$ cat src/rtl/cache_response_packetizer_if.sv
// Read-result capture and response-flit link between the cache arbiter port,
// the response packetizer and the router output port.
interface cache_response_packetizer_if #(
    parameter int DATA_WIDTH            = 32,
    parameter int NETWORK_ADDRESS_WIDTH = 4,
    parameter int FIFO_DEPTH            = 4
);
    localparam int COUNT_WIDTH = $clog2(FIFO_DEPTH) + 1;

    logic                             readReady;
    logic [NETWORK_ADDRESS_WIDTH-1:0] requesterAddressIn;
    logic [DATA_WIDTH-1:0]            cacheDataIn;
    logic [DATA_WIDTH-1:0]            flitOut;
    logic                             flitValid;
    logic                             flitReady;
    logic                             overflow;
    logic [COUNT_WIDTH-1:0]           fifoCount;

    // master is the packetizer; slave is the arbiter/router environment
    modport master (
        input  readReady, requesterAddressIn, cacheDataIn, flitReady,
        output flitOut, flitValid, overflow, fifoCount
    );

    modport slave (
        output readReady, requesterAddressIn, cacheDataIn, flitReady,
        input  flitOut, flitValid, overflow, fifoCount
    );
endinterface

$ cat src/rtl/cache_response_packetizer.sv
// Queues cache read results for one router port and emits each one as a
// two-flit response packet (header, then data) on a valid/ready link.
module cache_response_packetizer #(
    parameter int                             DATA_WIDTH            = 32,
    parameter int                             NETWORK_ADDRESS_WIDTH = 4,
    parameter logic [NETWORK_ADDRESS_WIDTH-1:0] LOCAL_ADDRESS       = '0,
    parameter int                             FIFO_DEPTH            = 4
) (
    input  logic                        clk,
    input  logic                        reset,
    cache_response_packetizer_if.master rsp_if
);
    localparam int PTR_WIDTH   = $clog2(FIFO_DEPTH);
    localparam int COUNT_WIDTH = PTR_WIDTH + 1;
    localparam int ENTRY_WIDTH = NETWORK_ADDRESS_WIDTH + DATA_WIDTH;

    typedef enum logic [1:0] {
        ST_IDLE = 2'd0,
        ST_HEAD = 2'd1,
        ST_BODY = 2'd2
    } state_t;

    logic [ENTRY_WIDTH-1:0] mem_q [FIFO_DEPTH];
    logic [PTR_WIDTH-1:0]   wr_ptr_q;
    logic [PTR_WIDTH-1:0]   rd_ptr_q;
    logic [COUNT_WIDTH-1:0] count_q;
    logic [COUNT_WIDTH-1:0] count_d;
    logic                   overflow_q;

    state_t                 state_q;
    logic [DATA_WIDTH-1:0]  hold_data_q;
    logic [DATA_WIDTH-1:0]  flit_q;
    logic                   flit_valid_q;

    logic                             fifo_nonempty;
    logic                             pop;
    logic                             push;
    logic [NETWORK_ADDRESS_WIDTH-1:0] head_dest;
    logic [DATA_WIDTH-1:0]            head_data;

    function automatic logic [DATA_WIDTH-1:0] make_header(
        input logic [NETWORK_ADDRESS_WIDTH-1:0] dest
    );
        logic [DATA_WIDTH-1:0] h;
        h = '0;
        h[DATA_WIDTH-1 -: 2]                                   = 2'b10;
        h[DATA_WIDTH-3 -: NETWORK_ADDRESS_WIDTH]               = dest;
        h[DATA_WIDTH-3-NETWORK_ADDRESS_WIDTH -: NETWORK_ADDRESS_WIDTH] = LOCAL_ADDRESS;
        return h;
    endfunction

    assign head_dest = mem_q[rd_ptr_q][ENTRY_WIDTH-1 -: NETWORK_ADDRESS_WIDTH];
    assign head_data = mem_q[rd_ptr_q][DATA_WIDTH-1:0];

    // A full FIFO still accepts a push on an edge that also pops; a push into
    // an empty FIFO is never bypassed to the FSM on the same edge.
    always_comb begin
        fifo_nonempty = (count_q != '0);
        pop           = fifo_nonempty &&
                        ((state_q == ST_IDLE) || ((state_q == ST_BODY) && rsp_if.flitReady));
        push          = rsp_if.readReady &&
                        ((count_q != COUNT_WIDTH'(FIFO_DEPTH)) || pop);
        count_d       = count_q;
        if (push && !pop) begin
            count_d = count_q + COUNT_WIDTH'(1);
        end else if (pop && !push) begin
            count_d = count_q - COUNT_WIDTH'(1);
        end
    end

    always_ff @(posedge clk) begin
        if (!reset && push) begin
            mem_q[wr_ptr_q] <= {rsp_if.requesterAddressIn, rsp_if.cacheDataIn};
        end
    end

    always_ff @(posedge clk) begin
        if (reset) begin
            wr_ptr_q   <= '0;
            rd_ptr_q   <= '0;
            count_q    <= '0;
            overflow_q <= 1'b0;
        end else begin
            if (push) begin
                wr_ptr_q <= wr_ptr_q + PTR_WIDTH'(1);
            end
            if (pop) begin
                rd_ptr_q <= rd_ptr_q + PTR_WIDTH'(1);
            end
            count_q <= count_d;
            if (rsp_if.readReady && !push) begin
                overflow_q <= 1'b1;
            end
        end
    end

    // Flit outputs are registered; the header is formed while popping so
    // the destination need not be held separately.
    always_ff @(posedge clk) begin
        if (reset) begin
            state_q      <= ST_IDLE;
            hold_data_q  <= '0;
            flit_q       <= '0;
            flit_valid_q <= 1'b0;
        end else begin
            case (state_q)
                ST_IDLE: begin
                    if (pop) begin
                        hold_data_q  <= head_data;
                        flit_q       <= make_header(head_dest);
                        flit_valid_q <= 1'b1;
                        state_q      <= ST_HEAD;
                    end
                end
                ST_HEAD: begin
                    if (rsp_if.flitReady) begin
                        flit_q  <= hold_data_q;
                        state_q <= ST_BODY;
                    end
                end
                ST_BODY: begin
                    if (rsp_if.flitReady) begin
                        if (pop) begin
                            hold_data_q <= head_data;
                            flit_q      <= make_header(head_dest);
                            state_q     <= ST_HEAD;
                        end else begin
                            flit_q       <= '0;
                            flit_valid_q <= 1'b0;
                            state_q      <= ST_IDLE;
                        end
                    end
                end
                default: begin
                    flit_q       <= '0;
                    flit_valid_q <= 1'b0;
                    state_q      <= ST_IDLE;
                end
            endcase
        end
    end

    assign rsp_if.flitOut   = flit_q;
    assign rsp_if.flitValid = flit_valid_q;
    assign rsp_if.overflow  = overflow_q;
    assign rsp_if.fifoCount = count_q;
endmodule
$ cat src/flat_wrapper.sv
// flat-port wrapper written by rule: the top's interface ports become plain ports
module cache_response_packetizer_flat 
#(
    parameter int                             DATA_WIDTH            = 32,
    parameter int                             NETWORK_ADDRESS_WIDTH = 4,
    parameter logic [NETWORK_ADDRESS_WIDTH-1:0] LOCAL_ADDRESS       = '0,
    parameter int                             FIFO_DEPTH            = 4
)
  (clk, reset, rsp_if_readReady, rsp_if_requesterAddressIn, rsp_if_cacheDataIn, rsp_if_flitReady, rsp_if_flitOut, rsp_if_flitValid, rsp_if_overflow, rsp_if_fifoCount);
  cache_response_packetizer_if #(.DATA_WIDTH(DATA_WIDTH), .NETWORK_ADDRESS_WIDTH(NETWORK_ADDRESS_WIDTH), .FIFO_DEPTH(FIFO_DEPTH)) rsp_if_i ();
  input  logic clk;
  input  logic reset;
  input wire logic [$bits(rsp_if_i.readReady)-1:0] rsp_if_readReady;
  input wire logic [$bits(rsp_if_i.requesterAddressIn)-1:0] rsp_if_requesterAddressIn;
  input wire logic [$bits(rsp_if_i.cacheDataIn)-1:0] rsp_if_cacheDataIn;
  input wire logic [$bits(rsp_if_i.flitReady)-1:0] rsp_if_flitReady;
  output wire logic [$bits(rsp_if_i.flitOut)-1:0] rsp_if_flitOut;
  output wire logic [$bits(rsp_if_i.flitValid)-1:0] rsp_if_flitValid;
  output wire logic [$bits(rsp_if_i.overflow)-1:0] rsp_if_overflow;
  output wire logic [$bits(rsp_if_i.fifoCount)-1:0] rsp_if_fifoCount;
  assign rsp_if_i.readReady = rsp_if_readReady;
  assign rsp_if_i.requesterAddressIn = rsp_if_requesterAddressIn;
  assign rsp_if_i.cacheDataIn = rsp_if_cacheDataIn;
  assign rsp_if_i.flitReady = rsp_if_flitReady;
  assign rsp_if_flitOut = rsp_if_i.flitOut;
  assign rsp_if_flitValid = rsp_if_i.flitValid;
  assign rsp_if_overflow = rsp_if_i.overflow;
  assign rsp_if_fifoCount = rsp_if_i.fifoCount;
  cache_response_packetizer #(.DATA_WIDTH(DATA_WIDTH), .NETWORK_ADDRESS_WIDTH(NETWORK_ADDRESS_WIDTH), .LOCAL_ADDRESS(LOCAL_ADDRESS), .FIFO_DEPTH(FIFO_DEPTH)) u_core (.clk(clk), .reset(reset), .rsp_if(rsp_if_i));
endmodule
$ cat config.mk
export PLATFORM = sky130hd
export DESIGN_NAME = cache_response_packetizer_flat
export DESIGN_NICKNAME = d
export VERILOG_FILES = /design/src/rtl/cache_response_packetizer_if.sv /design/src/rtl/cache_response_packetizer.sv /design/src/flat_wrapper.sv
export SDC_FILE = /design/constraint.sdc
export NUM_CORES = 1
export LEC_CHECK = 0
export CORE_ASPECT_RATIO = 1.5
export CORE_MARGIN = 4
export CORE_UTILIZATION = 52
export CTS_CLUSTER_SIZE = 10
export DETAILED_ROUTE_END_ITERATION = 16
export DONT_BUFFER_PORTS = 1
export PLACE_DENSITY = 0.74
export SLEW_MARGIN = 20
export SYNTH_ARGS = -nofsm -noshare
export SYNTH_HDL_FRONTEND = slang
export SYNTH_SLANG_ARGS = --single-unit
$ cat constraint.sdc
create_clock -name clk -period 3.99 [get_ports clk]
set_input_delay 1.197 -clock clk [delete_from_list [all_inputs] [get_ports clk]]
set_output_delay 1.197 -clock clk [all_outputs]
set_load 0.05 [all_outputs]
Word level (Yosys, flattened, before mapping)
Memory sizes are Yosys's and may differ from the RTL's. A register that Yosys moved wholly into a read port is not among the register bits.
Index checks and enable logic that the tools add are counted.
{"block": "word_totals", "memories": 1, "elab_cells": 63, "reg_bits": 75, "ramBits": 144, "inputBits": 40}
{"memory": "u_core.mem_q", "words": 4, "width": 36, "read_ports": 1, "rd_clocked_by_memory_dff": 1, "write_ports": 1, "line_no": "cache_response_packetizer.sv:23", "rtl": "logic [ENTRY_WIDTH-1:0] mem_q [FIFO_DEPTH];"}
{"block": "op_classes", "bitwise": 1, "muxes": 23, "reduce_logical": 19, "addsub": 4, "n_eq_ne": 7}
{"cell": "32-bit two-way mux", "count": 6}
{"cell": "32-bit one-hot mux with 3 select lines", "count": 1}
{"cell": "32-bit one-hot mux with 2 select lines", "count": 1}
{"cell": "2-bit two-way mux", "count": 5}
{"cell": "1-bit logical AND", "count": 7}
{"cell": "1-bit two-way mux", "count": 6}
{"cell": "3-bit two-way mux", "count": 2}
{"cell": "2-bit != test, second input constant", "count": 3}
{"cell": "2-bit one-hot mux with 3 select lines", "count": 1}
{"cell": "2-bit by 1-bit adder with 2-bit output, second input constant", "count": 2}
{"cell": "4-bit AND reduction", "count": 1}
{"cell": "2-bit nonzero test", "count": 2}
{"cell": "3-bit by 1-bit adder with 3-bit output, second input constant", "count": 1}
{"cell": "1-bit logical NOT", "count": 3}
{"cell": "3-bit != test, second input constant", "count": 1}
{"cell": "1-bit one-hot mux with 3 select lines", "count": 1}
{"cell": "3-bit AND reduction", "count": 1}
{"cell": "3-bit nonzero test", "count": 1}
{"cell": "3-bit by 1-bit subtractor with 3-bit output, second input constant", "count": 1}
{"cell": "2-bit by 1-bit == test with 1-bit output, second input constant", "count": 1}
{"cell": "2-bit == test, second input constant", "count": 1}
{"cell": "2-bit logical NOT", "count": 1}
{"cell": "1-bit logical OR", "count": 2}
{"cell": "2-bit by 1-bit != test with 1-bit output, second input constant", "count": 1}
{"cell": "2 further kinds", "count": 2}

Depth between registers and ports, before layout
Gate-level depths: netlist of the first run.
{"block": "logic_depth", "ltp_word": 10, "mapped_depth": 11}

Worst setup path before layout of the first run
Ideal clock, no wire load.
{"block": "synth_path", "kind": "input to register", "start": "in rsp_if_flitReady", "end": "reg u_core.count_q[2] (netlist: u_core.rsp_if.fifoCount[2])", "setup_time_ns": 0.070, "arrival_ns": 3.042, "required_time_ns": 3.920, "path_stages": 10, "path_slack_ns": 0.877, "cell_sequence": "nor2b_1 nor3_4 inv_2 buf_2 ha_1 inv_1 fa_1 xor2_1 or3_1 a21oi_1"}
{"block": "synth_between", "elab_chain_len": 8}
{"item": "start: declaration", "line_no": "flat_wrapper.sv:16", "rtl": "input wire logic [$bits(rsp_if_i.flitReady)-1:0] rsp_if_flitReady;"}
{"item": "1-bit logical AND *", "line_no": "cache_response_packetizer.sv:60", "rtl": "((state_q == ST_IDLE) || ((state_q == ST_BODY) && rsp_if.flitReady));"}
{"item": "1-bit logical OR *", "line_no": "cache_response_packetizer.sv:60"}
{"item": "1-bit logical AND *", "line_no": "cache_response_packetizer.sv:59", "rtl": "pop = fifo_nonempty &&"}
{"item": "1-bit logical OR", "line_no": "cache_response_packetizer.sv:62", "rtl": "((count_q != COUNT_WIDTH'(FIFO_DEPTH)) || pop);"}
{"item": "1-bit logical AND", "line_no": "cache_response_packetizer.sv:61", "rtl": "push = rsp_if.readReady &&"}
{"item": "1-bit logical NOT", "line_no": "cache_response_packetizer.sv:66", "rtl": "end else if (pop && !push) begin"}
{"item": "1-bit logical AND", "line_no": "cache_response_packetizer.sv:66"}
{"item": "2-bit nonzero test (no line)"}
{"item": "end signal: assignment", "line_no": "cache_response_packetizer.sv:90", "rtl": "count_q <= count_d;"}
{"item": "end: declaration", "line_no": "cache_response_packetizer.sv:26", "rtl": "logic [COUNT_WIDTH-1:0] count_q;"}
Every way passes the cells marked *; elsewhere a longest branch is shown, timed or not.
A chain may end at the register's enable or synchronous reset.

Worst setup path after layout of the first run
{"block": "layout_path", "start": "reg u_core.count_q[0] (netlist: u_core.rsp_if.fifoCount[0])", "end": "mem u_core.mem_q[1][5] in the netlist's numbering (enable)"}
{"block": "layout_between", "elab_chain_len": 7}
{"item": "3-bit nonzero test", "line_no": "cache_response_packetizer.sv:58", "rtl": "fifo_nonempty = (count_q != '0);"}
{"item": "1-bit logical AND", "line_no": "cache_response_packetizer.sv:59"}
{"item": "1-bit logical OR *", "line_no": "cache_response_packetizer.sv:62"}
{"item": "1-bit logical AND *", "line_no": "cache_response_packetizer.sv:61"}
{"item": "1-bit logical AND *", "line_no": "cache_response_packetizer.sv:72", "rtl": "if (!reset && push) begin"}
{"item": "1-bit two-way mux *", "line_no": "cache_response_packetizer.sv:72"}
{"item": "1-bit two-way mux (implied by the code) *", "line_no": "cache_response_packetizer.sv:73", "rtl": "mem_q[wr_ptr_q] <= {rsp_if.requesterAddressIn, rsp_if.cacheDataIn};"}
{"item": "end: declaration", "line_no": "cache_response_packetizer.sv:23"}
Marked as above.

==> results.cfg, run 1 <==
[status]
status = completed

[setup_path]
critPathMaxStageDelay_ns = 0.79
critPathArrivalTime_ns = 2.91
reg2reg_slack_ns = 1.26
reg2regPathDepth = 5
crit_type = flip-flop to flip-flop
worstPathRequired_ns = 4.18
r2r_start = u_core.rsp_if.fifoCount[0]
r2r_end = u_core.mem_q[1][5]
crit_buf_inv = 1
cp-end-kind = flip-flop
critPathTopFamily = simple AND/OR/NAND/NOR gates
worst-path-stages = 5
cp_slowest_cell = dfxtp_1
worst_setup_path_start_kind = flip-flop
crit_chain = nor2_1 -> o211a_1 -> nor3_1 -> and2_2 -> buf_4
worstPathMaxFanout = 19

[place]
port_buffers = 0
gp_congestion = 0.7521
place_inst = 692
placed_cell_area_sq_um = 8230
hpwlAfterDp_um = 9536

[synth]
avgSynthCellArea_sq_um = 15.66
synth_fa_ha_area_share_pct = 1.026
syn_nets = 560
yosysWarningCount = 0
yosysUniqueCellTypes = 37
ys_seq_area_share_pct = 72.86
synth_top_family_by_area = multiplexers
yosys.area_share.simple_pct = 6.823
syn_area_sq_um = 8050
synth_xor_xnor_area_share_pct = 0.3264
synth-seq-cells = 221
synth_compound_area_share_pct = 6.574
synth.area.mux_share_pct = 10.20
syn-instance-count = 514

[die]
start_util_pct = 53.17
die_height_um = 160.4
rows = 55
coreArea_sq_um = 15140
die_area_sq_um = 17580
ios = 77
die_width_um = 109.6

[sta]
rsz0062_at_grt = no
final-hold-violation-count = 0
worst_hold_slack_ns = 0.4497
finalSetupTns_ns = 0
skew_ns = 0.01364
tightestPinTransition_ns = 1.031
setup_viol = 0
fmax_mhz = 366.8
post-route-period-util_pct = 68.34
report.final.slew_viol_count = 0
slew_headroom_pct = 30.94
post-route-min-period_ns = 2.727

[clock_tree]
cts.path.max_buffers = 3
hold_buffers = 0
htree_levels = 1
clk_root_buffer_cell = clkbuf_16
cts_tree = built
postCtsSetupBuffers = 0
numCtsBuffers = 26
cts.sinks = 221
insertion_delay_ns = 0.51
post_cts_resized = 0
clk_pin_slew_worst_paths_ns = 0.05

[global_route]
grt_pass1_wl_um = 25190
overflow = 0
antenna_found_initial = 0
grt_max_degree = 78
grt_pass1_vias = 4509
grt_usage_pct = 18.79

[final_layout]
nets = 567
antenna_cells = 0
stdcell_area_sq_um = 8992
syn_to_final_growth_pct = 11.70
stdcell_count = 740
fill_cells = 1128
drive_gt1_share_pct = 15.90

[routing]
drc = 0
dr.pass1.iters = 5
ant_nets = 0
routed_via_density = 5.781
wl_per_cell_um = 21.27
vias = 4278
initialDrtViolationCount = 396
wl_um = 15740

[min_path]
hold_depth = 2
whs_endpoint = u_core.hold_data_q[31]
hold_path.class = flip-flop to flip-flop
hold_start = u_core.hold_data_q[31]

[power]
finalPower_uw = 6259
power_density_nw_per_um2 = 696.1
p_leak_uw = 0.002950
ir_drop_v = 0.0004382

[flow_run]
cap_violations = 0
==> cell type report <==
cell class / count / area, sq um / area share (%)
clock buffers: 47 / 750.7 / 8.348
clock inverters: 1 / 8.758 / 0.09740
inverters: 8 / 30.03 / 0.3339
multi-input cells: 255 / 2016 / 22.42
flip-flops and latches: 221 / 5871 / 65.28
well taps: 199 / 249.0 / 2.769
repair buffers: 9 / 67.56 / 0.7514
==> Yosys cell counts (all sizes together) <==
| master | n | share of area (%) |
|---|---|---|
| inv | 8 | 0.37 |
| dfxtp | 77 | 19 |
| mux2i | 1 | 0.12 |
| a21oi | 41 | 2.5 |
| or3 | 2 | 0.16 |
| ha | 5 | 0.78 |
| xor2 | 2 | 0.22 |
| nor4bb | 1 | 0.12 |
| a222oi | 2 | 0.25 |
| fa | 1 | 0.25 |
| nor3 | 5 | 0.45 |
| o31ai | 1 | 0.093 |
| o21bai | 1 | 0.093 |
| and2 | 4 | 0.31 |
| a22oi | 27 | 2.5 |
| nand3 | 2 | 0.12 |
| or4 | 1 | 0.14 |
| a221oi | 2 | 0.22 |
| or3b | 2 | 0.22 |
| buf | 13 | 1.0 |
| o21ai | 4 | 0.25 |
| nand3b | 1 | 0.093 |
| a221o | 1 | 0.12 |
| nor2b | 4 | 0.31 |
| edfxtp | 144 | 54 |
| nand2 | 67 | 3.1 |
| clkbuf | 17 | 0.79 |
| mux4 | 36 | 10 |
| o211a | 1 | 0.12 |
| nor2 | 38 | 1.8 |
| o211ai | 2 | 0.36 |
| xnor2 | 1 | 0.11 |
==> worst min-delay path: cells and delay by family, from the launching register on <==
kind / cells / cell delay (ns)
simple gates: 1 / 0.05
compound gates: 1 / 0.05
flops: 1 / 0.30
==> logic make-up after synthesis <==
group / after synthesis
mux: 37
xor+xnor: 3
buf+inv: 38
flops: 221
fa+ha+maj: 6
simple gates: 127
compound gates: 82
==> state kept, by name, summed over array words and instances (netlist names), named ones only <==
register and count:
u_core.rsp_if.overflow 1, u_core.rsp_if.flitValid 1, u_core.rd_ptr_q 2, u_core.rsp_if.fifoCount 3, u_core.wr_ptr_q 2, u_core.mem_q 144, u_core.rsp_if.flitOut 32, u_core.hold_data_q 32
u_core.state_q 2
==> how the worst max path moves through the flow <==
stage | from | to | slack (ns)
final | u_core.rsp_if.fifoCount[0] | u_core.mem_q[1][5] | 1.26
after global routing | u_core.rsp_if.fifoCount[0] | u_core.mem_q[1][9] | 1.04
after detailed placement | rsp_if_flitReady | u_core.mem_q[3][12] | 0.85
after global placement | rsp_if_flitReady | u_core.mem_q[2][11] | 0.92
after floorplan | rsp_if_flitReady | u_core.rsp_if.fifoCount[2] | 0.88
after CTS | u_core.rsp_if.fifoCount[0] | u_core.mem_q[3][15] | 1.25
==> power breakdown <==
part	switching, uW	total (uW)	internal [uW]
combinational	589	1060	467
sequential	430	3110	2680
clock	833	2090	1260
==> per-stage QoR <==
step	setup WS, ns	util, %
after floorplan	0.8770	-
after global placement	0.9191	54.36
after detailed placement	0.8542	54.36
after CTS	1.248	59.38
after global routing	1.036	59.40
final	1.263	59.40
==> cells in the final DEF (no fill, tap or decap), types with 2 or more instances in the layout <==
master       n
and2_2       4
or3b_2       2
nand2_1     67
nor2_1      37
a21oi_1     41
buf_4        9
clkbuf_1    20
a221oi_1     2
dfxtp_1     75
or3_1        2
xor2_1       2
nand3_1      2
a222oi_1     2
nor3_1       4
inv_1        7
o21ai_0      4
edfxtp_1   144
mux4_2      36
a22oi_1     27
ha_1         5
nor2b_1      4
clkbuf_16   27
==> routing by layer <==
layer	share of wire (%)	global-route usage, %
met1	38	24.08
met2	51	30.32
met3	7.8	5.066
met4	3.0	7.544
met5	0	0
No activity file was read; power rests on OpenSTA's default activity.
==> inputs of run 2 (changes only) <==
--- a/config.mk
+++ b/config.mk
@@ -11,7 +11,7 @@
 export CTS_CLUSTER_SIZE = 10
 export DETAILED_ROUTE_END_ITERATION = 16
 export DONT_BUFFER_PORTS = 1
-export PLACE_DENSITY = 0.74
+export PLACE_DENSITY = 0.77
 export SLEW_MARGIN = 20
 export SYNTH_ARGS = -nofsm -noshare
 export SYNTH_HDL_FRONTEND = slang
==> constraint.sdc (replaced) <==
create_clock -name clk -period 2.3 [get_ports clk]
set_input_delay 0.69 -clock clk [delete_from_list [all_inputs] [get_ports clk]]
set_output_delay 0.69 -clock clk [all_outputs]
set_load 0.05 [all_outputs]
==> run 2 against run 1 <==
Global-route usage increased by 0.061 points. Critical endpoint is now u_core.rsp_if.fifoCount[2]. Sequential cell count unchanged. Register-to-register slack got worse by 1.1 ns. Highest routed layer unchanged. Non-clock buffer count increased by 16. Combinational power increased by 110%. Largest cell class unchanged. Die area unchanged. Routed wire length increased by 1.4%.
==> results.cfg, run 2 (same netlist as run 1, synthesis figures left out) <==
[setup_path]
critPathTopFamily = simple AND/OR/NAND/NOR gates
worst_setup_path_start_kind = flip-flop
critPathArrivalTime_ns = 2.56
critPathMaxStageDelay_ns = 0.37
worstPathRequired_ns = 2.73
crit_chain = nor2b_2 -> o211a_1 -> nor2_1 -> ha_1 -> inv_1 -> fa_1 -> xor2_1 -> or3_1 -> a21oi_1
worstPathMaxFanout = 4
cp-end-kind = flip-flop
crit_buf_inv = 1
cp_slowest_cell = fa_1
crit_type = flip-flop to flip-flop

[place]
hpwlAfterDp_um = 9992
gp_congestion = 0.7566
placed_cell_area_sq_um = 8474
port_buffers = 0

[die]
rows = 55
ios = 77
die_area_sq_um = 17580
start_util_pct = 53.17
coreArea_sq_um = 15140
die_width_um = 109.6
die_height_um = 160.4

[final_layout]
fin_util_pct = 61.03
antenna_cells = 0
top_register = u_core.mem_q
drive_gt1_share_pct = 19.42
layout_common_cells = edfxtp_1, dfxtp_1, nand2_1, a21oi_1, nor2_1
ff_latch_area_sq_um = 5872
stdcell_area_sq_um = 9240
nets = 583
multi_input_area_sq_um = 2023
syn_to_final_growth_pct = 14.78
layout_commonest_cell = edfxtp_1
largest_reg_flops = 144
fill_cells = 1104

[sta]
fmax_mhz = 468.6
post-route-period-util_pct = 92.77
rsz0062_at_grt = no
finalSetupTns_ns = 0
worst_hold_slack_ns = 0.2444
setup_viol = 0
final-hold-violation-count = 0
post-route-min-period_ns = 2.134
slew_headroom_pct = 54.06
report.final.slew_viol_count = 0
tightestPinTransition_ns = 0.6858
skew_ns = 0.01188

[routing]
ant_nets = 0
initialDrtViolationCount = 399
wl_um = 15960
drc = 0
routed_via_density = 5.787
wl_per_cell_um = 21.14
dr.pass1.iters = 5
vias = 4369

[power]
switching_share_pct = 29.36
p_sw_uw = 3242
sequentialPowerShare_pct = 47.1
ir_drop_v = 0.0007965
power_density_nw_per_um2 = 1195
p_leak_uw = 0.003068
clkPwrFrac_pct = 33.0
intPower_uw = 7799
power_frac_comb_pct = 19.9

[global_route]
grt_max_degree = 78
grt_usage_pct = 18.86
antenna_found_initial = 0
grt_pass1_vias = 4660
overflow = 0
grt_pass1_wl_um = 25490

[clock_tree]
clk_pin_slew_worst_paths_ns = 0.05
clk_root_buffer_cell = clkbuf_16
cts_tree = built
cts.path.max_buffers = 3
insertion_delay_ns = 0.51
cts.sinks = 221
post_cts_resized = 0
postCtsSetupBuffers = 0
hold_buffers = 0
htree_levels = 1
numCtsBuffers = 26

[status]
status = completed

[flow_run]
cap_violations = 0

[min_path]
hold_path.class = input port to flip-flop
-- run 2: final timing paths --
check / startpoint / endpoint / cells after the start / slack, ns
worst max-delay path: u_core.state_q[1] / u_core.rsp_if.fifoCount[2] / 9 / 0.17
worst min-delay path: reset / u_core.rsp_if.fifoCount[0] / 1 / 0.24
worst max register to register: u_core.state_q[1] / u_core.rsp_if.fifoCount[2] / 9 / 0.17
worst min register to register: u_core.hold_data_q[21] / u_core.hold_data_q[21] / 2 / 0.45
-- run 2: final cells by class --
type                    instances  area share [%]
inverters                       8          0.3250
flip-flops and latches        221           63.55
multi-input cells             255           21.90
well taps                     199           2.695
clock inverters                 1         0.09479
repair buffers                 25           3.250
clock buffers                  46           8.192
-- run 2: metrics by stage --
step	setup WS [ns]	power [uW]	cells
floorplan	-0.2041	6886	514
global placement	0.02680	7404	708
detailed placement	-0.08466	7497	708
CTS	0.1471	11150	755
global route	0.02931	11590	755
finish	0.1662	11040	755
-- run 2: power by group through the flow --
stage	Sequential [uW]	Combinational (uW)	Clock [uW]
final	5200	2200	3640
after global routing	5250	2440	3900
after CTS	5210	2230	3720
after detailed placement	5280	2210	0
after global placement	5260	2140	0
after floorplan	5200	1680	0
-- run 2: metal layers --
layer | track usage [%] | wire [um]
met1 | 22.66 | 5783
met4 | 6.807 | 424
met3 | 4.624 | 1178
met5 | 0 | 0
met2 | 32.57 | 8575
-- run 2: worst register-to-register path, stage by stage (launching register included) --
cell and delay (ns):
dfxtp_1 0.31, nor2b_2 0.19, o211a_1 0.23, nor2_1 0.10
ha_1 0.18, inv_1 0.06, fa_1 0.37, xor2_1 0.16
or3_1 0.30, a21oi_1 0.15
